--- config.mk ---
export PLATFORM = sky130hd
export DESIGN_NAME = instr_loader_encoder
export DESIGN_NICKNAME = d
export VERILOG_FILES = /design/src/rtl/instr_loader_encoder.sv
export SDC_FILE = /design/constraint.sdc
export NUM_CORES = 1
export LEC_CHECK = 0
export ABC_AREA = 0
export CAP_MARGIN = 20
export CORE_MARGIN = 2
export CORE_UTILIZATION = 32
export CTS_CLUSTER_SIZE = 40
export DETAILED_ROUTE_END_ITERATION = 7
export PLACE_DENSITY = 0.66
export REMOVE_ABC_BUFFERS = 1
export SLEW_MARGIN = 0
export SYNTH_ARGS = -nofsm -noshare
export SYNTH_HDL_FRONTEND = slang
export SYNTH_SLANG_ARGS = --single-unit
--- constraint.sdc ---
create_clock -name clk -period 4.7 [get_ports clk]
set_input_delay 0.705 -clock clk [delete_from_list [all_inputs] [get_ports clk]]
set_output_delay 0.705 -clock clk [all_outputs]
set_load 0.01 [all_outputs]
--- src/rtl/instr_loader_encoder.sv ---
// Encodes symbolic RV32I instruction fields into 32-bit words and writes them
// into instruction memory at consecutive word addresses, one word per two cycles.
module instr_loader_encoder #(
    parameter logic [31:0] BASE_ADDR = 32'h0,
    parameter int unsigned MAX_WORDS = 64
) (
    input  logic        clk,
    input  logic        reset,
    input  logic        start,
    input  logic        finish,
    input  logic        in_valid,
    output logic        in_ready,
    input  logic [2:0]  op,
    input  logic [4:0]  rd,
    input  logic [4:0]  rs1,
    input  logic [4:0]  rs2,
    input  logic [11:0] imm,
    output logic        mem_write,
    output logic [31:0] mem_addr,
    output logic [31:0] mem_wdata,
    output logic [15:0] count,
    output logic        done,
    output logic        err
);

    localparam logic [15:0] MAX_CNT  = 16'(MAX_WORDS);
    localparam logic [6:0]  OPC_R    = 7'b0110011;
    localparam logic [6:0]  OPC_IMM  = 7'b0010011;
    localparam logic [6:0]  OPC_LOAD = 7'b0000011;
    localparam logic [6:0]  OPC_STR  = 7'b0100011;
    localparam logic [2:0]  OP_ILL   = 3'd7;

    typedef enum logic [1:0] {ST_IDLE, ST_LOAD, ST_WRITE, ST_DONE} state_t;

    state_t      state;
    logic        fin_pend;
    logic [31:0] enc_c;
    logic        accept_c;
    logic        last_word_c;

    assign accept_c    = in_valid & in_ready;
    assign last_word_c = ((count + 16'd1) == MAX_CNT);

    // Field-to-word encoder; unused fields of each format are dropped.
    always_comb begin
        enc_c = 32'h0;
        case (op)
            3'd0:    enc_c = {7'b0000000, rs2, rs1, 3'b000, rd, OPC_R};
            3'd1:    enc_c = {7'b0100000, rs2, rs1, 3'b000, rd, OPC_R};
            3'd2:    enc_c = {7'b0000000, rs2, rs1, 3'b111, rd, OPC_R};
            3'd3:    enc_c = {7'b0000000, rs2, rs1, 3'b110, rd, OPC_R};
            3'd4:    enc_c = {imm, rs1, 3'b000, rd, OPC_IMM};
            3'd5:    enc_c = {imm, rs1, 3'b010, rd, OPC_LOAD};
            3'd6:    enc_c = {imm[11:5], rs2, rs1, 3'b010, imm[4:0], OPC_STR};
            default: enc_c = 32'h0;
        endcase
    end

    // Session FSM with registered outputs; fin_pend remembers a finish seen before the write ends.
    always_ff @(posedge clk or negedge reset) begin
        if (!reset) begin
            state     <= ST_IDLE;
            fin_pend  <= 1'b0;
            in_ready  <= 1'b0;
            mem_write <= 1'b0;
            mem_addr  <= BASE_ADDR;
            mem_wdata <= 32'h0;
            count     <= 16'h0;
            done      <= 1'b0;
            err       <= 1'b0;
        end else begin
            case (state)
                ST_IDLE, ST_DONE: begin
                    if (start) begin
                        state    <= ST_LOAD;
                        in_ready <= 1'b1;
                        mem_addr <= BASE_ADDR;
                        count    <= 16'h0;
                        done     <= 1'b0;
                        err      <= 1'b0;
                        fin_pend <= 1'b0;
                    end
                end
                ST_LOAD: begin
                    if (accept_c && (op != OP_ILL)) begin
                        mem_wdata <= enc_c;
                        mem_write <= 1'b1;
                        in_ready  <= 1'b0;
                        fin_pend  <= fin_pend | finish;
                        state     <= ST_WRITE;
                    end else begin
                        if (accept_c) begin
                            err <= 1'b1;
                        end
                        if (finish || fin_pend) begin
                            state    <= ST_DONE;
                            done     <= 1'b1;
                            in_ready <= 1'b0;
                            fin_pend <= 1'b0;
                        end
                    end
                end
                ST_WRITE: begin
                    mem_write <= 1'b0;
                    mem_addr  <= mem_addr + 32'd4;
                    count     <= count + 16'd1;
                    if (last_word_c || fin_pend || finish) begin
                        state    <= ST_DONE;
                        done     <= 1'b1;
                        fin_pend <= 1'b0;
                    end else begin
                        state    <= ST_LOAD;
                        in_ready <= 1'b1;
                    end
                end
                default: state <= ST_IDLE;
            endcase
        end
    end

endmodule

==> results of run 1 <==
==> worst max path at each step <==
stage	endpoint	cells after the start	from
6_report	mem_wdata[19]$_DFFE_PN0P_	6	op[1]
5_1_grt	mem_addr[19]$_DFFE_PN0P_	8	state[0]$_DFFE_PN0P_
4_1_cts	mem_wdata[19]$_DFFE_PN0P_	6	op[2]
3_5_place_dp	mem_wdata[19]$_DFFE_PN0P_	6	op[2]
3_3_place_gp	mem_wdata[15]$_DFFE_PN0P_	6	op[2]
2_1_floorplan	mem_wdata[20]$_DFFE_PN0P_	5	op[2]
==> power by group <==
part	switching (uW)	internal, uW
sequential	111	843
clock	313	424
combinational	497	456
total	922	1720
==> state kept, by name, summed over array words and instances (netlist names) <==
register,cells
in_ready,1
mem_write,1
done,1
err,1
count,16
fin_pend,1
mem_wdata,28
state,2
mem_addr,30
==> per-stage QoR <==
step	utilization (%)	setup WS [ps]	power, uW	std cells
after CTS	44.2	1950	2680	743
after global placement	41.8	1700	1900	727
after floorplan	-	2270	1430	435
final	44.4	1940	2640	744
after global routing	44.4	1750	2810	744
after detailed placement	41.8	1590	1920	727
==> metal layers <==
metal | global-route usage (%) | wire (um)
met5 | 0 | 0
met4 | 3.97 | 72
met3 | 4.85 | 629
met2 | 25.4 | 5340
met1 | 20.5 | 5070
==> cell usage in the layout, fill, tap and decap left out, types with 7 or more instances in the layout <==
| cell type | instances |
|---|---|
| clkdlybuf4s50_1 | 112 |
| dfrtp_1 | 81 |
| nand2_1 | 69 |
| o21ai_0 | 50 |
| nor2_1 | 30 |
| a21oi_1 | 26 |
| nand3_1 | 17 |
| xnor2_1 | 12 |
| or3_1 | 12 |
| inv_1 | 11 |
| nand4_1 | 11 |
| clkbuf_16 | 9 |
| and3_1 | 8 |
| mux2_2 | 7 |
| a22oi_1 | 7 |
| nor3_1 | 7 |
==> worst max-delay path, delay by kind of cell <==
family	cells	cell delay (ps)
buffers and inverters	2	1030
multiplexers	1	370
AND/OR/NAND/NOR	3	880
==> area by class of cell <==
type | count | area [sq um] | area share [%]
Tap cell | 176 | 220 | 3.77
Sequential cell | 81 | 2030 | 34.7
Inverter | 11 | 41.3 | 0.708
Clock inverter | 7 | 87.6 | 1.50
Clock buffer | 9 | 225 | 3.86
Multi-Input combinational cell | 343 | 2060 | 35.2
Timing Repair Buffer | 117 | 1180 | 20.2
==> logic make-up (layout without fill, tap and decap cells) <==
kind of cell / Yosys count / in the layout / synth area share (%)
flip-flops: 81 / 81 / 47.4
buffers and inverters: 43 / 144 / 4.80
XOR/XNOR: 17 / 17 / 3.48
multiplexers: 13 / 13 / 3.28
adder cells (fa/ha/maj): 5 / 5 / 1.46
AO/OA/AOI/OAI: 118 / 118 / 16.7
other: 1 / 5 / 0.0878
AND/OR/NAND/NOR: 185 / 185 / 22.7
==> impl_metrics.toml, run 1 <==
[clocking]
cts_repair_resize_count = 0
cts_num_sinks = 81
worstSkewPairLatency_ps = 340
h-tree-depth = 3
cts-root-buf = "clkbuf_16"
clkTransAtPathRegs_ps = 60
postCtsSetupRepairBufs = 0
cts_tree = "done"
hold_buffers = 0
cts_buffer_depth = 2
cts_buffers = 9

[place]
hpwlAfterDp_um = 7760
gp_congestion = 0.778
postPlaceCellArea_sq_um = 5500
port_buffers = 113

[power_and_ir_drop]
power_leakage_uw = 0.00240
peakVddDrop_mv = 0.213
power_density_nw_per_um2 = 453

[floorplanning]
core_area_sq_um = 13100
die_area_sq_um = 14300
die_w_um = 120
io_pins = 119
initial_core_util_pct = 32.5
die_y_um = 120
num_rows = 42

[drt]
ant_nets = 0
drt-total-wl_um = 11100
drc = 0
wl_per_cell_um = 14.9
avgViaCountPerCell = 5.15
first_pass_iters = 4
vias = 3828
drt_iter0_markers = 179

[synthesis]
synth-seq-cells = 81
ys_top_cells_by_count = "81 x dfrtp_1, 69 x nand2_1, 50 x o21ai_0, 30 x nor2_1, 26 x a21oi_1"
synth_ff_type = "dfrtp_1"
synth_edf_count = 0
ys_seq_area_share_pct = 47.4
synthDistinctLibCells = 57
yosysTopAreaCellShare_pct = 47.4
post-synth-top-count-cell = "dfrtp_1"
synth_warnings = 0
netlist_instances = 463
async_flop_share_pct = 100
yosys.area.top_type = "dfrtp_1"
syn_area_sq_um = 4270
syn_avg_cell_area_sq_um = 9.23
ys_top_cells_by_area = "dfrtp_1 47%, nand2_1 6.1%, o21ai_0 5.9%"

[layout]
layout-drive-gt1-share_pct = 6.87
syn_to_final_growth_pct = 36.6
fillers = 1267
final_nets = 603
final_area_sq_um = 5840
diodes = 0

[setup_path]
critPathCaptureType = "register"
reg2reg_to = "mem_addr[19]$_DFFE_PN0P_"
worstPathArrival_ps = 2990
r2r-start = "state[0]$_DFFE_PN0P_"
critical_path_class = "in2reg"
crit_chain = "clkdlybuf4s50_1 > nand3_1 > and3_1 > nand2_1 > buf_4 > mux2_2"
cp.required_ps = 4920
ff2ff_path_depth = 8
r2r_slack_ps = 2040
crit_slowest_cell = "clkdlybuf4s50_1"
cp-start-kind = "input port"
path_max_fanout = 29
max_stage_delay_ps = 630

[grt]
grt-ovfl-total = 0
grt_pass1_vias = 3598
grt_pass1_wl_um = 18000
grt_usage_pct = 15.7
grt_max_degree = 82
antenna_found_initial = 0

[timing]
hold_viol_final = 0
max_freq_mhz = 362
fin_crit_ps = 2760
worst_clock_skew_ps = 6.17
fin_setup_tns_ps = 0
finalSetupViolations = 0
rsz0062_at_grt = "false"
worst_hold_slack_ps = 269
slew_viol_final = 0
tightest_slew_ps = 643
finalCritPeriodShare_pct = 58.7
slew_headroom_pct = 57.0

[worst_hold_path]
hold_class = "in2async"

[run_status]
status = "complete, no violations"

[job]
drv_cap = 0
No activity file was read; power rests on OpenSTA's default activity.
==> inputs of run 2 (changes only) <==
- PLACE_DENSITY: 0.66 -> 0.68
- clock period: 4.7 -> 2.3 ns (I/O delays scaled with it)
==> impl_metrics.toml, run 2 (synthesized netlist as in run 1, its figures left out) <==
[run_status]
status = "complete, no violations"

[worst_hold_path]
hold_class = "reg2reg"
worstHoldPathCells = 2

[setup_path]
worst_path_most_repeated_cell = "and3_1"
cp_top_family = "simple AND/OR/NAND/NOR gates"
r2r-start = "count[0]$_DFFE_PN0P_"
path_max_fanout = 6
critPathCaptureType = "register"
critPathCapture = "in_ready$_DFFE_PN0P_"
max_stage_delay_ps = 420
crit_buf_inv = 0
r2r_slack_ps = 160
worstPathArrival_ps = 2370
reg2reg_to = "in_ready$_DFFE_PN0P_"
path_depth = 7
cp-start-kind = "register"
cp.required_ps = 2530
ff2ff_path_depth = 7
startpoint = "count[0]$_DFFE_PN0P_"
crit_slowest_cell = "dfrtp_1"
crit_chain = "ha_1 > and3_1 > and3_1 > or3_1 > a21boi_2 > and4b_1 > nor3_2"
critical_path_class = "reg2reg"

[layout]
largest_registers = "mem_addr: 30 flops, mem_wdata: 28 flops, count: 16 flops"
final_cell_mix = "112 x clkdlybuf4s50_1, 81 x dfrtp_1, 69 x nand2_1, 50 x o21ai_0, 30 x nor2_1"
syn_to_final_growth_pct = 40.9
largest-register = "mem_addr"
seq_area_sq_um = 2030
largest_reg_flops = 30
layout-drive-gt1-share_pct = 9.69
diodes = 0
final_nets = 623
fillers = 1265
stdcell_count = 764
multi_input_area_sq_um = 2060
mostFrequentLayoutCell = "clkdlybuf4s50_1"

[floorplanning]
core_area_sq_um = 13100
die_w_um = 120
die_y_um = 120
die_area_sq_um = 14300
num_rows = 42
io_pins = 119
initial_core_util_pct = 32.5

[timing]
slew_headroom_pct = 63.9
finalSetupViolations = 0
finalCritPeriodShare_pct = 93.1
rsz0062_at_grt = "false"
hold_viol_final = 0
slew_viol_final = 0
fin_crit_ps = 2140
fin_ws_ps = 159
worst_clock_skew_ps = 4.44
tightest_slew_ps = 542
max_freq_mhz = 467

[clocking]
cts_buffers = 9
cts_tree = "done"
worstSkewPairLatency_ps = 340
cts_num_sinks = 81
cts_buffer_depth = 2
clkTransAtPathRegs_ps = 60
cts-root-buf = "clkbuf_16"
postCtsSetupRepairBufs = 0
h-tree-depth = 3

[drt]
drt_iter0_markers = 213
drc = 0
ant_nets = 0
avgViaCountPerCell = 5.11
first_pass_iters = 5
drt-total-wl_um = 11300
wl_per_cell_um = 14.7
vias = 3904

[power_and_ir_drop]
pwr-share-clk_pct = 29.6
p_int_uw = 3830
seqPwrFrac_pct = 33.9
p_comb_share_pct = 36.4
p_switching_uw = 1830
power_density_nw_per_um2 = 938
p_sw_share_pct = 32.3
power_leakage_uw = 0.00252
peakVddDrop_mv = 0.362

[grt]
grt_pass1_wl_um = 18700
grt_pass1_vias = 3741
met2_usage_pct = 26.7
grtUsageMet1_pct = 20.8
grt_usage_pct = 16.3
antenna_found_initial = 0
grt-ovfl-total = 0
busiest_layer = "met2"
use_met3_pct = 5.23
grt_max_degree = 44

[job]
drv_cap = 0

[place]
gp_congestion = 0.828
port_buffers = 113
placedCellCount = 747
hpwlAfterDp_um = 8060
pre_cts_slack_ps = 101
==> run 2: cell count changes in the layout (fill, tap and decap cells not counted), moves of 2 or more <==
| cell | delta |
|---|---|
| bufinv_16 | +2 |
| clkinv_4 | -3 |
| buf_4 | +19 |
| inv_8 | -2 |
==> run 2: layout make-up <==
type | instances | area share, %
timing repair buffer | 137 | 22.0
sequential | 81 | 33.7
clock buffer | 11 | 4.03
tap | 176 | 3.66
clock inverter | 5 | 1.70
inverter | 11 | 0.686
multi-input combinational | 343 | 34.3
==> run 2: tightest hold or removal path, delay by kind of cell (launching register included) <==
kind | cells | cell delay, ps
AOI/OAI and AO/OA | 1 | 60
DFF | 1 | 340
and+or+nand+nor | 1 | 50
==> run 2: metrics by stage <==
step / hold WS, ps / util, % / setup TNS [ps] / cell area (sq um) / power, uW
after CTS: 486 / 45.8 / 0 / 6010 / 5710
final: 479 / 45.8 / 0 / 6020 / 5650
after floorplan: 49.4 / - / -668 / 4120 / 2920
after global placement: 360 / 43.1 / 0 / 5660 / 3960
after global routing: 511 / 45.8 / 0 / 6020 / 5980
after detailed placement: 359 / 43.1 / 0 / 5660 / 4010
==> run 2: per-layer routing <==
metal / part of all wire, % / wire [um]
met2: 49 / 5540
met3: 5.5 / 621
met1: 44 / 4990
met4: 0.92 / 104
met5: 0 / 0
==> run 2: power by group through the flow <==
stage          logic (uW)  registers (uW)  clock network (uW)
4_1_cts              2080            1920                1710
3_5_place_dp         2060            1950                   0
6_report             2060            1920                1670
5_1_grt              2250            1960                1770
2_1_floorplan         861            2060                   0
3_3_place_gp         2030            1930                   0
==> run 2: repair_timing <==
action                                  CTS  global route
endpoints found under the setup margin    0             1
hold buffers                              1             0
gates resized for setup                   0             1
hold endpoints to repair                 22             0
==> run 2: worst min-delay path by stage <==
stage               slack [ps]                   endpoint                       from
global placement           360  mem_wdata[10]$_DFFE_PN0P_                      reset
detailed placement         360   mem_wdata[8]$_DFFE_PN0P_                      reset
floorplan                   50       count[0]$_DFFE_PN0P_                      reset
global route               510  mem_wdata[10]$_DFFE_PN0P_  mem_wdata[10]$_DFFE_PN0P_
CTS                        490   mem_wdata[9]$_DFFE_PN0P_   mem_wdata[9]$_DFFE_PN0P_
finish                     480   mem_wdata[9]$_DFFE_PN0P_   mem_wdata[9]$_DFFE_PN0P_
